## src/rtl/adau1761_i2s_if.sv

```systemverilog
// Playback, capture and I2S pin bundle between the serial port and its users.
// master = the I2S port itself, slave = sample source/sink and codec pins.
interface adau1761_i2s_if #(
  parameter int unsigned SAMPLE_W = 24
);
  logic                enable;
  logic [SAMPLE_W-1:0] tx_left;
  logic [SAMPLE_W-1:0] tx_right;
  logic                tx_valid;
  logic                tx_ready;
  logic                tx_underrun;
  logic [SAMPLE_W-1:0] rx_left;
  logic [SAMPLE_W-1:0] rx_right;
  logic                rx_valid;
  logic                i2s_bclk;
  logic                i2s_lrclk;
  logic                i2s_sdata_o;
  logic                i2s_sdata_i;

  modport master (
    input  enable, tx_left, tx_right, tx_valid, i2s_sdata_i,
    output tx_ready, tx_underrun, rx_left, rx_right, rx_valid,
           i2s_bclk, i2s_lrclk, i2s_sdata_o
  );

  modport slave (
    output enable, tx_left, tx_right, tx_valid, i2s_sdata_i,
    input  tx_ready, tx_underrun, rx_left, rx_right, rx_valid,
           i2s_bclk, i2s_lrclk, i2s_sdata_o
  );
endinterface

```

## src/rtl/adau1761_i2s_port.sv

```systemverilog
// Full-duplex I2S master for the ADAU1761: BCLK/LRCLK generation, 2x SLOT_W frame,
// MSB-first SAMPLE_W data with one-BCLK delay, one-pair playback holding register.
module adau1761_i2s_port #(
  parameter int unsigned BCLK_HALF = 8,
  parameter int unsigned SAMPLE_W  = 24,
  parameter int unsigned SLOT_W    = 32
) (
  input  logic           clk,
  input  logic           rst,
  adau1761_i2s_if.master bus
);

  localparam int unsigned FRAME_W = 2 * SLOT_W;
  localparam int unsigned DIV_W   = $clog2(BCLK_HALF);
  localparam int unsigned BIT_W   = $clog2(FRAME_W);

  localparam logic [DIV_W-1:0] DIV_LAST = DIV_W'(BCLK_HALF - 1);
  localparam logic [BIT_W-1:0] BIT_LAST = BIT_W'(FRAME_W - 1);
  localparam logic [BIT_W-1:0] SLOT_B   = BIT_W'(SLOT_W);
  localparam logic [BIT_W-1:0] L_FIRST  = BIT_W'(1);
  localparam logic [BIT_W-1:0] L_LAST   = BIT_W'(SAMPLE_W);
  localparam logic [BIT_W-1:0] R_FIRST  = BIT_W'(SLOT_W + 1);
  localparam logic [BIT_W-1:0] R_LAST   = BIT_W'(SLOT_W + SAMPLE_W);

  logic [DIV_W-1:0]    div_cnt_q, div_cnt_d;
  logic [BIT_W-1:0]    bit_cnt_q, bit_cnt_d;
  logic                bclk_q, bclk_d;
  logic                lrclk_q, lrclk_d;
  logic                sdata_q, sdata_d;
  logic [FRAME_W-1:0]  tx_sr_q, tx_sr_d;
  logic                hold_full_q, hold_full_d;
  logic [SAMPLE_W-1:0] hold_l_q, hold_l_d;
  logic [SAMPLE_W-1:0] hold_r_q, hold_r_d;
  logic                underrun_q, underrun_d;
  logic [SAMPLE_W-1:0] rx_l_sr_q, rx_l_sr_d;
  logic [SAMPLE_W-1:0] rx_r_sr_q, rx_r_sr_d;
  logic                rx_pend_q, rx_pend_d;
  logic [SAMPLE_W-1:0] rx_left_q, rx_left_d;
  logic [SAMPLE_W-1:0] rx_right_q, rx_right_d;
  logic                rx_valid_q, rx_valid_d;

  logic                tick, rise_ev, fall_ev, frame_start, tx_ready, accept;
  logic [BIT_W-1:0]    bit_nxt;
  logic [SAMPLE_W-1:0] ld_l, ld_r;

  assign tx_ready = bus.enable & ~hold_full_q;
  assign accept   = bus.tx_valid & tx_ready;

  // Next-state logic: divider, frame counter, tx load/shift, rx capture
  always_comb begin
    tick        = bus.enable && (div_cnt_q == DIV_LAST);
    rise_ev     = tick & ~bclk_q;
    fall_ev     = tick & bclk_q;
    bit_nxt     = (bit_cnt_q == BIT_LAST) ? '0 : bit_cnt_q + BIT_W'(1);
    frame_start = fall_ev && (bit_nxt == '0);
    ld_l        = '0;
    ld_r        = '0;

    div_cnt_d   = div_cnt_q;
    bit_cnt_d   = bit_cnt_q;
    bclk_d      = bclk_q;
    lrclk_d     = lrclk_q;
    sdata_d     = sdata_q;
    tx_sr_d     = tx_sr_q;
    hold_full_d = hold_full_q;
    hold_l_d    = hold_l_q;
    hold_r_d    = hold_r_q;
    underrun_d  = 1'b0;
    rx_l_sr_d   = rx_l_sr_q;
    rx_r_sr_d   = rx_r_sr_q;
    rx_pend_d   = 1'b0;
    rx_left_d   = rx_left_q;
    rx_right_d  = rx_right_q;
    rx_valid_d  = 1'b0;

    if (!bus.enable) begin
      div_cnt_d   = '0;
      bit_cnt_d   = BIT_LAST;
      bclk_d      = 1'b0;
      lrclk_d     = 1'b0;
      sdata_d     = 1'b0;
      tx_sr_d     = '0;
      hold_full_d = 1'b0;
      rx_l_sr_d   = '0;
      rx_r_sr_d   = '0;
    end else begin
      div_cnt_d = tick ? '0 : div_cnt_q + DIV_W'(1);
      if (tick) bclk_d = ~bclk_q;

      // Frame-start source priority: held pair, same-clk bypass, then silence
      if (frame_start) begin
        if (hold_full_q) begin
          ld_l        = hold_l_q;
          ld_r        = hold_r_q;
          hold_full_d = 1'b0;
        end else if (accept) begin
          ld_l = bus.tx_left;
          ld_r = bus.tx_right;
        end else begin
          underrun_d = 1'b1;
        end
      end else if (accept) begin
        hold_l_d    = bus.tx_left;
        hold_r_d    = bus.tx_right;
        hold_full_d = 1'b1;
      end

      if (fall_ev) begin
        bit_cnt_d = bit_nxt;
        lrclk_d   = (bit_nxt >= SLOT_B);
        if (frame_start) begin
          sdata_d = 1'b0;
          tx_sr_d = '0;
          tx_sr_d[FRAME_W-1 -: SAMPLE_W] = ld_l;
          tx_sr_d[SLOT_W-1 -: SAMPLE_W]  = ld_r;
        end else begin
          sdata_d = tx_sr_q[FRAME_W-1];
          tx_sr_d = {tx_sr_q[FRAME_W-2:0], 1'b0};
        end
      end

      // Capture on rising BCLK, while the codec holds the bit stable
      if (rise_ev) begin
        if (bit_cnt_q >= L_FIRST && bit_cnt_q <= L_LAST)
          rx_l_sr_d = {rx_l_sr_q[SAMPLE_W-2:0], bus.i2s_sdata_i};
        if (bit_cnt_q >= R_FIRST && bit_cnt_q <= R_LAST)
          rx_r_sr_d = {rx_r_sr_q[SAMPLE_W-2:0], bus.i2s_sdata_i};
        if (bit_cnt_q == R_LAST) rx_pend_d = 1'b1;
      end

      if (rx_pend_q) begin
        rx_left_d  = rx_l_sr_q;
        rx_right_d = rx_r_sr_q;
        rx_valid_d = 1'b1;
      end
    end
  end

  always_ff @(posedge clk) begin
    if (rst) begin
      div_cnt_q   <= '0;
      bit_cnt_q   <= BIT_LAST;
      bclk_q      <= 1'b0;
      lrclk_q     <= 1'b0;
      sdata_q     <= 1'b0;
      tx_sr_q     <= '0;
      hold_full_q <= 1'b0;
      hold_l_q    <= '0;
      hold_r_q    <= '0;
      underrun_q  <= 1'b0;
      rx_l_sr_q   <= '0;
      rx_r_sr_q   <= '0;
      rx_pend_q   <= 1'b0;
      rx_left_q   <= '0;
      rx_right_q  <= '0;
      rx_valid_q  <= 1'b0;
    end else begin
      div_cnt_q   <= div_cnt_d;
      bit_cnt_q   <= bit_cnt_d;
      bclk_q      <= bclk_d;
      lrclk_q     <= lrclk_d;
      sdata_q     <= sdata_d;
      tx_sr_q     <= tx_sr_d;
      hold_full_q <= hold_full_d;
      hold_l_q    <= hold_l_d;
      hold_r_q    <= hold_r_d;
      underrun_q  <= underrun_d;
      rx_l_sr_q   <= rx_l_sr_d;
      rx_r_sr_q   <= rx_r_sr_d;
      rx_pend_q   <= rx_pend_d;
      rx_left_q   <= rx_left_d;
      rx_right_q  <= rx_right_d;
      rx_valid_q  <= rx_valid_d;
    end
  end

  assign bus.tx_ready    = tx_ready;
  assign bus.tx_underrun = underrun_q;
  assign bus.rx_left     = rx_left_q;
  assign bus.rx_right    = rx_right_q;
  assign bus.rx_valid    = rx_valid_q;
  assign bus.i2s_bclk    = bclk_q;
  assign bus.i2s_lrclk   = lrclk_q;
  assign bus.i2s_sdata_o = sdata_q;

endmodule

```

## src/flat_wrapper.sv

```systemverilog
// flat-port wrapper written by rule: the top's interface ports become plain ports
module adau1761_i2s_port_flat 
#(
  parameter int unsigned BCLK_HALF = 8,
  parameter int unsigned SAMPLE_W  = 24,
  parameter int unsigned SLOT_W    = 32
)
  (clk, rst, bus_enable, bus_tx_left, bus_tx_right, bus_tx_valid, bus_i2s_sdata_i, bus_tx_ready, bus_tx_underrun, bus_rx_left, bus_rx_right, bus_rx_valid, bus_i2s_bclk, bus_i2s_lrclk, bus_i2s_sdata_o);
  adau1761_i2s_if #(.SAMPLE_W(SAMPLE_W)) bus_i ();
  input  logic clk;
  input  logic rst;
  input wire logic [$bits(bus_i.enable)-1:0] bus_enable;
  input wire logic [$bits(bus_i.tx_left)-1:0] bus_tx_left;
  input wire logic [$bits(bus_i.tx_right)-1:0] bus_tx_right;
  input wire logic [$bits(bus_i.tx_valid)-1:0] bus_tx_valid;
  input wire logic [$bits(bus_i.i2s_sdata_i)-1:0] bus_i2s_sdata_i;
  output wire logic [$bits(bus_i.tx_ready)-1:0] bus_tx_ready;
  output wire logic [$bits(bus_i.tx_underrun)-1:0] bus_tx_underrun;
  output wire logic [$bits(bus_i.rx_left)-1:0] bus_rx_left;
  output wire logic [$bits(bus_i.rx_right)-1:0] bus_rx_right;
  output wire logic [$bits(bus_i.rx_valid)-1:0] bus_rx_valid;
  output wire logic [$bits(bus_i.i2s_bclk)-1:0] bus_i2s_bclk;
  output wire logic [$bits(bus_i.i2s_lrclk)-1:0] bus_i2s_lrclk;
  output wire logic [$bits(bus_i.i2s_sdata_o)-1:0] bus_i2s_sdata_o;
  assign bus_i.enable = bus_enable;
  assign bus_i.tx_left = bus_tx_left;
  assign bus_i.tx_right = bus_tx_right;
  assign bus_i.tx_valid = bus_tx_valid;
  assign bus_i.i2s_sdata_i = bus_i2s_sdata_i;
  assign bus_tx_ready = bus_i.tx_ready;
  assign bus_tx_underrun = bus_i.tx_underrun;
  assign bus_rx_left = bus_i.rx_left;
  assign bus_rx_right = bus_i.rx_right;
  assign bus_rx_valid = bus_i.rx_valid;
  assign bus_i2s_bclk = bus_i.i2s_bclk;
  assign bus_i2s_lrclk = bus_i.i2s_lrclk;
  assign bus_i2s_sdata_o = bus_i.i2s_sdata_o;
  adau1761_i2s_port #(.BCLK_HALF(BCLK_HALF), .SAMPLE_W(SAMPLE_W), .SLOT_W(SLOT_W)) u_core (.clk(clk), .rst(rst), .bus(bus_i));
endmodule
```

## config.mk

```make
export PLATFORM = sky130hd
export DESIGN_NAME = adau1761_i2s_port_flat
export DESIGN_NICKNAME = d
export VERILOG_FILES = /design/src/rtl/adau1761_i2s_if.sv /design/src/rtl/adau1761_i2s_port.sv /design/src/flat_wrapper.sv
export SDC_FILE = /design/constraint.sdc
export NUM_CORES = 1
export LEC_CHECK = 0
export ABC_AREA = 0
export BUFFER_PORTS_ARGS = -buffer_cell sky130_fd_sc_hd__buf_2
export CAP_MARGIN = 40
export CORE_UTILIZATION = 52
export CTS_CLUSTER_DIAMETER = 200
export DETAILED_ROUTE_END_ITERATION = 16
export GPL_TIMING_DRIVEN = 0
export PLACE_DENSITY = 0.87
export SYNTH_ARGS = -nofsm -noshare
export SYNTH_HDL_FRONTEND = slang
export SYNTH_SLANG_ARGS = --single-unit
```

## constraint.sdc

```tcl
create_clock -name clk -period 2.3 [get_ports clk]
set_input_delay 0.345 -clock clk [delete_from_list [all_inputs] [get_ports clk]]
set_output_delay 0.345 -clock clk [all_outputs]
set_load 0.005 [all_outputs]
```

After elaboration in Yosys (flattened, before gate mapping). Cells that the tools add are included.

Flip-flop bits (word level): 224. Input port bits: 53. Output and inout bits: 54. Logic and storage cells: 59.

Add/sub/neg operators: 2. Magnitude comparators: 5. Equality and inequality tests: 3. Mux-type cells: 10. Bitwise gates (word level): 9. Reduce and logical (&&, ||, !) cells: 14.

Operators by type and width (number): $mux W24 (4); $mux W64 (1); $eq A6 B6 Y1 const B (2); $ge A6 B6 Y1 const B (2); $reduce_or A3 Y1 (3); $add A6 B1 Y6 const B (1); $ge A6 B1 Y1 const B (1); $le A6 B5 Y1 const B (1); $le A6 B6 Y1 const B (1); $logic_not A6 Y1 (1); $mux W6 (1); $reduce_and A2 Y1 (3); $not A1 Y1 (5); $and A1 B1 Y1 (4); $logic_and A1 B1 Y1 (4); $mux W1 (4); $reduce_or A4 Y1 (1); $add A3 B1 Y3 const B (1); $eq A3 B3 Y1 const B (1); $reduce_and A3 Y1 (1); $reduce_or A2 Y1 (1).

Logic depth before layout (Yosys ltp).
Word-level depth: 6. Depth in mapped cells: 12.

Worst setup path after synthesis. No wires, ideal clock.

Path kind: register -> register. Start: register u_core.div_cnt_q[0]. End: register u_core.tx_sr_q[30]. Setup time: 0.130 ns. Data arrival time: 2.069 ns. Data required time: 2.170 ns. Path slack: 0.101 ns. Cell stages (with the launch flop): 12. Buffers on the path: 4. Clock period less this slack: 2.199 ns. Path through: dfxtp_1 > ha_1 > ha_1 > buf_2 > and3_1 > buf_2 > nand3_1 > a311o_1 > buf_2 > buf_1 > a221oi_1 > o31ai_1.

Cells in the longest elaborated chain, start to end: 5.

RTL lines: start, declared (line adau1761_i2s_port.sv:25) `logic [DIV_W-1:0] div_cnt_q, div_cnt_d;`; start signal, assigned (line adau1761_i2s_port.sv:158) `div_cnt_q <= div_cnt_d;`; $eq A3 B3 Y1 * (line adau1761_i2s_port.sv:51) `tick = bus.enable && (div_cnt_q == DIV_LAST);`; $logic_and A1 B1 Y1 * (line adau1761_i2s_port.sv:51); $and A1 B1 Y1 * (line adau1761_i2s_port.sv:53) `fall_ev = tick & bclk_q;`; $logic_and A1 B1 Y1 (line adau1761_i2s_port.sv:55) `frame_start = fall_ev && (bit_nxt == '0);`; $mux W64 (line adau1761_i2s_port.sv:111) `if (frame_start) begin`; end signal, assigned (line adau1761_i2s_port.sv:163) `tx_sr_q <= tx_sr_d;`; end, declared (line adau1761_i2s_port.sv:30) `logic [FRAME_W-1:0] tx_sr_q, tx_sr_d;`.

Every way passes the cells marked *; elsewhere a longest branch is shown, timed or not. A chain may end at the register's enable or synchronous reset.

Final worst setup path.
Start: register u_core.hold_full_q. End: register u_core.tx_sr_q[12].

Cells in the longest elaborated chain, start to end: 6.

RTL lines: start, declared (line adau1761_i2s_port.sv:31) `logic hold_full_q, hold_full_d;`; start signal, assigned (line adau1761_i2s_port.sv:164) `hold_full_q <= hold_full_d;`; $not A1 Y1 (line adau1761_i2s_port.sv:46) `assign tx_ready = bus.enable & ~hold_full_q;`; $and A1 B1 Y1 (line adau1761_i2s_port.sv:46); $and A1 B1 Y1 (line adau1761_i2s_port.sv:47) `assign accept = bus.tx_valid & tx_ready;`; $mux W24 (line adau1761_i2s_port.sv:96) `end else if (accept) begin`; $mux W24 * (line adau1761_i2s_port.sv:92) `if (hold_full_q) begin`; $mux W64 * (line adau1761_i2s_port.sv:111).

Marks and branches as above.

==> flow_summary.json <==
{
  "core_mm2": 0.0165,
  "cp_max_fo": 10,
  "crit_chain": "clkbuf_1 > nor2b_1 > and2_1 > clkbuf_2 > clkbuf_2 > a221oi_4 > o31ai_1",
  "critPathLaunchType": "flop",
  "fin_crit_sh_pct": 99.8,
  "io_pins": 107,
  "finalHoldViolations": 0,
  "synth_commonest_cells": "dfxtp_1, nand2_1, a21oi_1",
  "grt_first_pass_wirelength_um": 38800,
  "power_density_mw_per_mm2": 725,
  "cp_num_buf_inv": 3,
  "root_buffer": "clkbuf_16",
  "final_layout_size_suffix_gt1_share_pct": 27.3,
  "grt_max_degree": 15,
  "max_stage_delay_ns": 0.43,
  "synth_most_common_cell": "dfxtp_1",
  "start_util_pct": 53.3,
  "syn_area_mm2": 0.00880,
  "yosys_warnings": 0,
  "rsz0062_at_grt": "true",
  "track_usage_pct": 27.1,
  "synth_area_leaders": "dfxtp_1, nand2_1, a21oi_1",
  "clkTransAtPathRegs_ns": 0.07,
  "ys_types": 41,
  "drv_slew": 0,
  "critical-path-top-delay-family": "buffers and inverters",
  "die_area_mm2": 0.0174,
  "pre_cts_ws_ns": -0.420,
  "crit_path_end_kind": "flop",
  "max_freq_mhz": 435,
  "cts_made_buffers": 22,
  "cts_sinks": 216,
  "drc": 0,
  "fin_area_mm2": 0.0112,
  "maxCapViolCount": 0,
  "outcome": "complete, no violations",
  "via_count": 8035,
  "synth_seq_cells": 216,
  "syn-instance-count": 983,
  "antenna_found_initial": 0,
  "cts_tree": "built",
  "rows": 47,
  "synth_top_area_share_pct": 49.1,
  "dr.pass1.iters": 6,
  "worst_slew_pin_slew_ns": 0.937,
  "dp_cells": 1308,
  "synth.avg_cell_area_um2": 8.95,
  "cp_slowest_cell": "clkbuf_2",
  "arrival_ns": 2.69,
  "hold_path_class": "input pin to flop",
  "n_antenna_cell": 0,
  "synthArstFlopShare_pct": 0,
  "dpl-instance-area_mm2": 0.00960,
  "final_cells": 1355,
  "utilization_pct": 67.6,
  "synth-edff-count": 0,
  "leakage_nw": 4.41,
  "synth_seq_area_share_pct": 49.1,
  "ant_nets": 0,
  "fin_ws_ns": 0.00357,
  "area_delta_synth_final_pct": 26.9,
  "routed_wl_um": 24800,
  "drt_first_iter_violations": 583,
  "insertion_delay_ns": 0.51,
  "synth_flop_cell": "dfxtp_1",
  "post_drt_wl_per_cell_um": 18.3,
  "cp_common_cell": "clkbuf_2",
  "place.gp.congestion": 0.870,
  "synth_nets": 1042,
  "setup_viol": 0,
  "vdd_drop_max_v": 0.000535,
  "grt_pass1_vias": 7775,
  "nNetsFinal": 1178,
  "hold_buffers": 0,
  "power_w": 0.00809,
  "detail_route.vias_per_cell": 5.93,
  "crit_required_ns": 2.70,
  "maxSlewHeadroom_pct": 37.5,
  "die_w_um": 132,
  "min_period_ns": 2.30,
  "hpwl_um": 14800,
  "fin_skew_ns": 0.0107,
  "overflow": 0,
  "htreeDepth": 1,
  "max-clock-path-buffers": 3,
  "path_class": "flop to flop",
  "port_buffers": 105,
  "die_h_um": 132,
  "yosysTopAreaCell": "dfxtp_1"
}
==> logic make-up (layout without fill, tap and decap cells) <==
family | count (synthesis) | after routing | share of synthesized area [%]
muxes | 49 | 49 | 5.57
and+or+nand+nor | 345 | 345 | 17.7
DFF | 216 | 216 | 49.1
AOI/OAI and AO/OA | 264 | 264 | 21.6
adders and majority gates | 6 | 6 | 0.853
buffers and inverters | 99 | 251 | 4.76
xor gates and xnor gates | 4 | 4 | 0.398
==> report_power, final <==
group          internal, W  switching (W)
combinational     0.000123       0.000242
sequential         0.00378      0.0000299
clock              0.00244        0.00148
==> final cells by class <==
| class | count | area (um2) |
|---|---|---|
| well taps | 220 | 275 |
| clock buffers | 33 | 663 |
| multi-input cells | 668 | 4550 |
| clock inverters | 7 | 135 |
| flip-flops and latches | 216 | 4330 |
| inverters | 3 | 11.3 |
| plain buffers | 94 | 586 |
| repair buffers | 114 | 616 |
| fillers | 1178 | 5350 |
==> worst paths after layout <==
| kind | depth (start not counted) | slack [ns] | endpoint | start |
|---|---|---|---|---|
| worst max-delay path | 7 | 0.004 | u_core.tx_sr_q[12] | u_core.hold_full_q |
| worst min register to register | 2 | 0.45 | u_core.bus.rx_left[6] | u_core.bus.rx_left[6] |
| worst min-delay path | 3 | 0.11 | u_core.hold_l_q[16] | bus_tx_left[16] |
| worst max register to register | 7 | 0.004 | u_core.tx_sr_q[12] | u_core.hold_full_q |
==> worst register-to-register path, stage by stage (launching register included) <==
cell and delay [ns]:
dfxtp_1 0.30, clkbuf_1 0.21, nor2b_1 0.32, and2_1 0.22, clkbuf_2 0.27, clkbuf_2 0.44, a221oi_4 0.11, o31ai_1 0.33
==> sequential cells by signal, summed over array words and instances, names as in the netlist <==
register,flops
u_core.tx_sr_q,56
u_core.hold_r_q,24
u_core.rx_r_sr_q,24
u_core.hold_full_q,1
u_core.bus.tx_underrun,1
u_core.bus.rx_valid,1
u_core.bus.rx_right,24
u_core.hold_l_q,24
u_core.bit_cnt_q,6
u_core.bus.rx_left,24
u_core.bus.i2s_bclk,1
u_core.bus.i2s_sdata_o,1
u_core.div_cnt_q,3
u_core.rx_l_sr_q,24
u_core.bus.i2s_lrclk,1
u_core.rx_pend_q,1
==> routing by layer <==
layer / up-vias / wire [um] / global-route usage [%]
met1: 3850 / 9990 / 32.5
met3: 80 / 1900 / 5.61
met4: 0 / 875 / 11.0
li1: 3727 / - / -
met2: 378 / 12000 / 47.2
met5: - / 0 / 0
==> stage by stage <==
stage	setup TNS (ns)	hold slack, ns
2_1_floorplan	0	0.404
3_3_place_gp	-29.27	0.415
3_5_place_dp	-33.24	0.422
4_1_cts	0	0.0998
5_1_grt	-0.245	0.111
6_report	0	0.108
==> placed cells by master (no fill, tap or decap), types with 3 or more instances in the layout <==
master and n:
clkinv_2 3, nor2_1 55, nand2b_1 3, buf_8 5, clkbuf_4 3, nand3_1 56, clkbuf_2 11, nand2_1 158
a221oi_4 6, xnor2_1 3, clkbuf_1 51, o21ai_0 3, o31ai_1 45, nor2b_1 49, buf_1 6, nand3_2 4
ha_4 3, inv_1 3, bufinv_16 4, buf_4 12, mux2i_1 48, buf_6 9, a21oi_2 3, o31ai_2 3
buf_2 110, dfxtp_1 212, a221oi_2 39, a21bo_2 48, a21oi_1 106, clkbuf_8 8, clkbuf_16 25
==> repair_timing <==
action | in CTS | in global routing
cloned | 1 | 2
setup buffers | 3 | 2
resized for setup | 113 | 49
pin swaps | 5 | 8
setup endpoints to repair | 147 | 148
No activity file was read; power rests on OpenSTA's default activity.
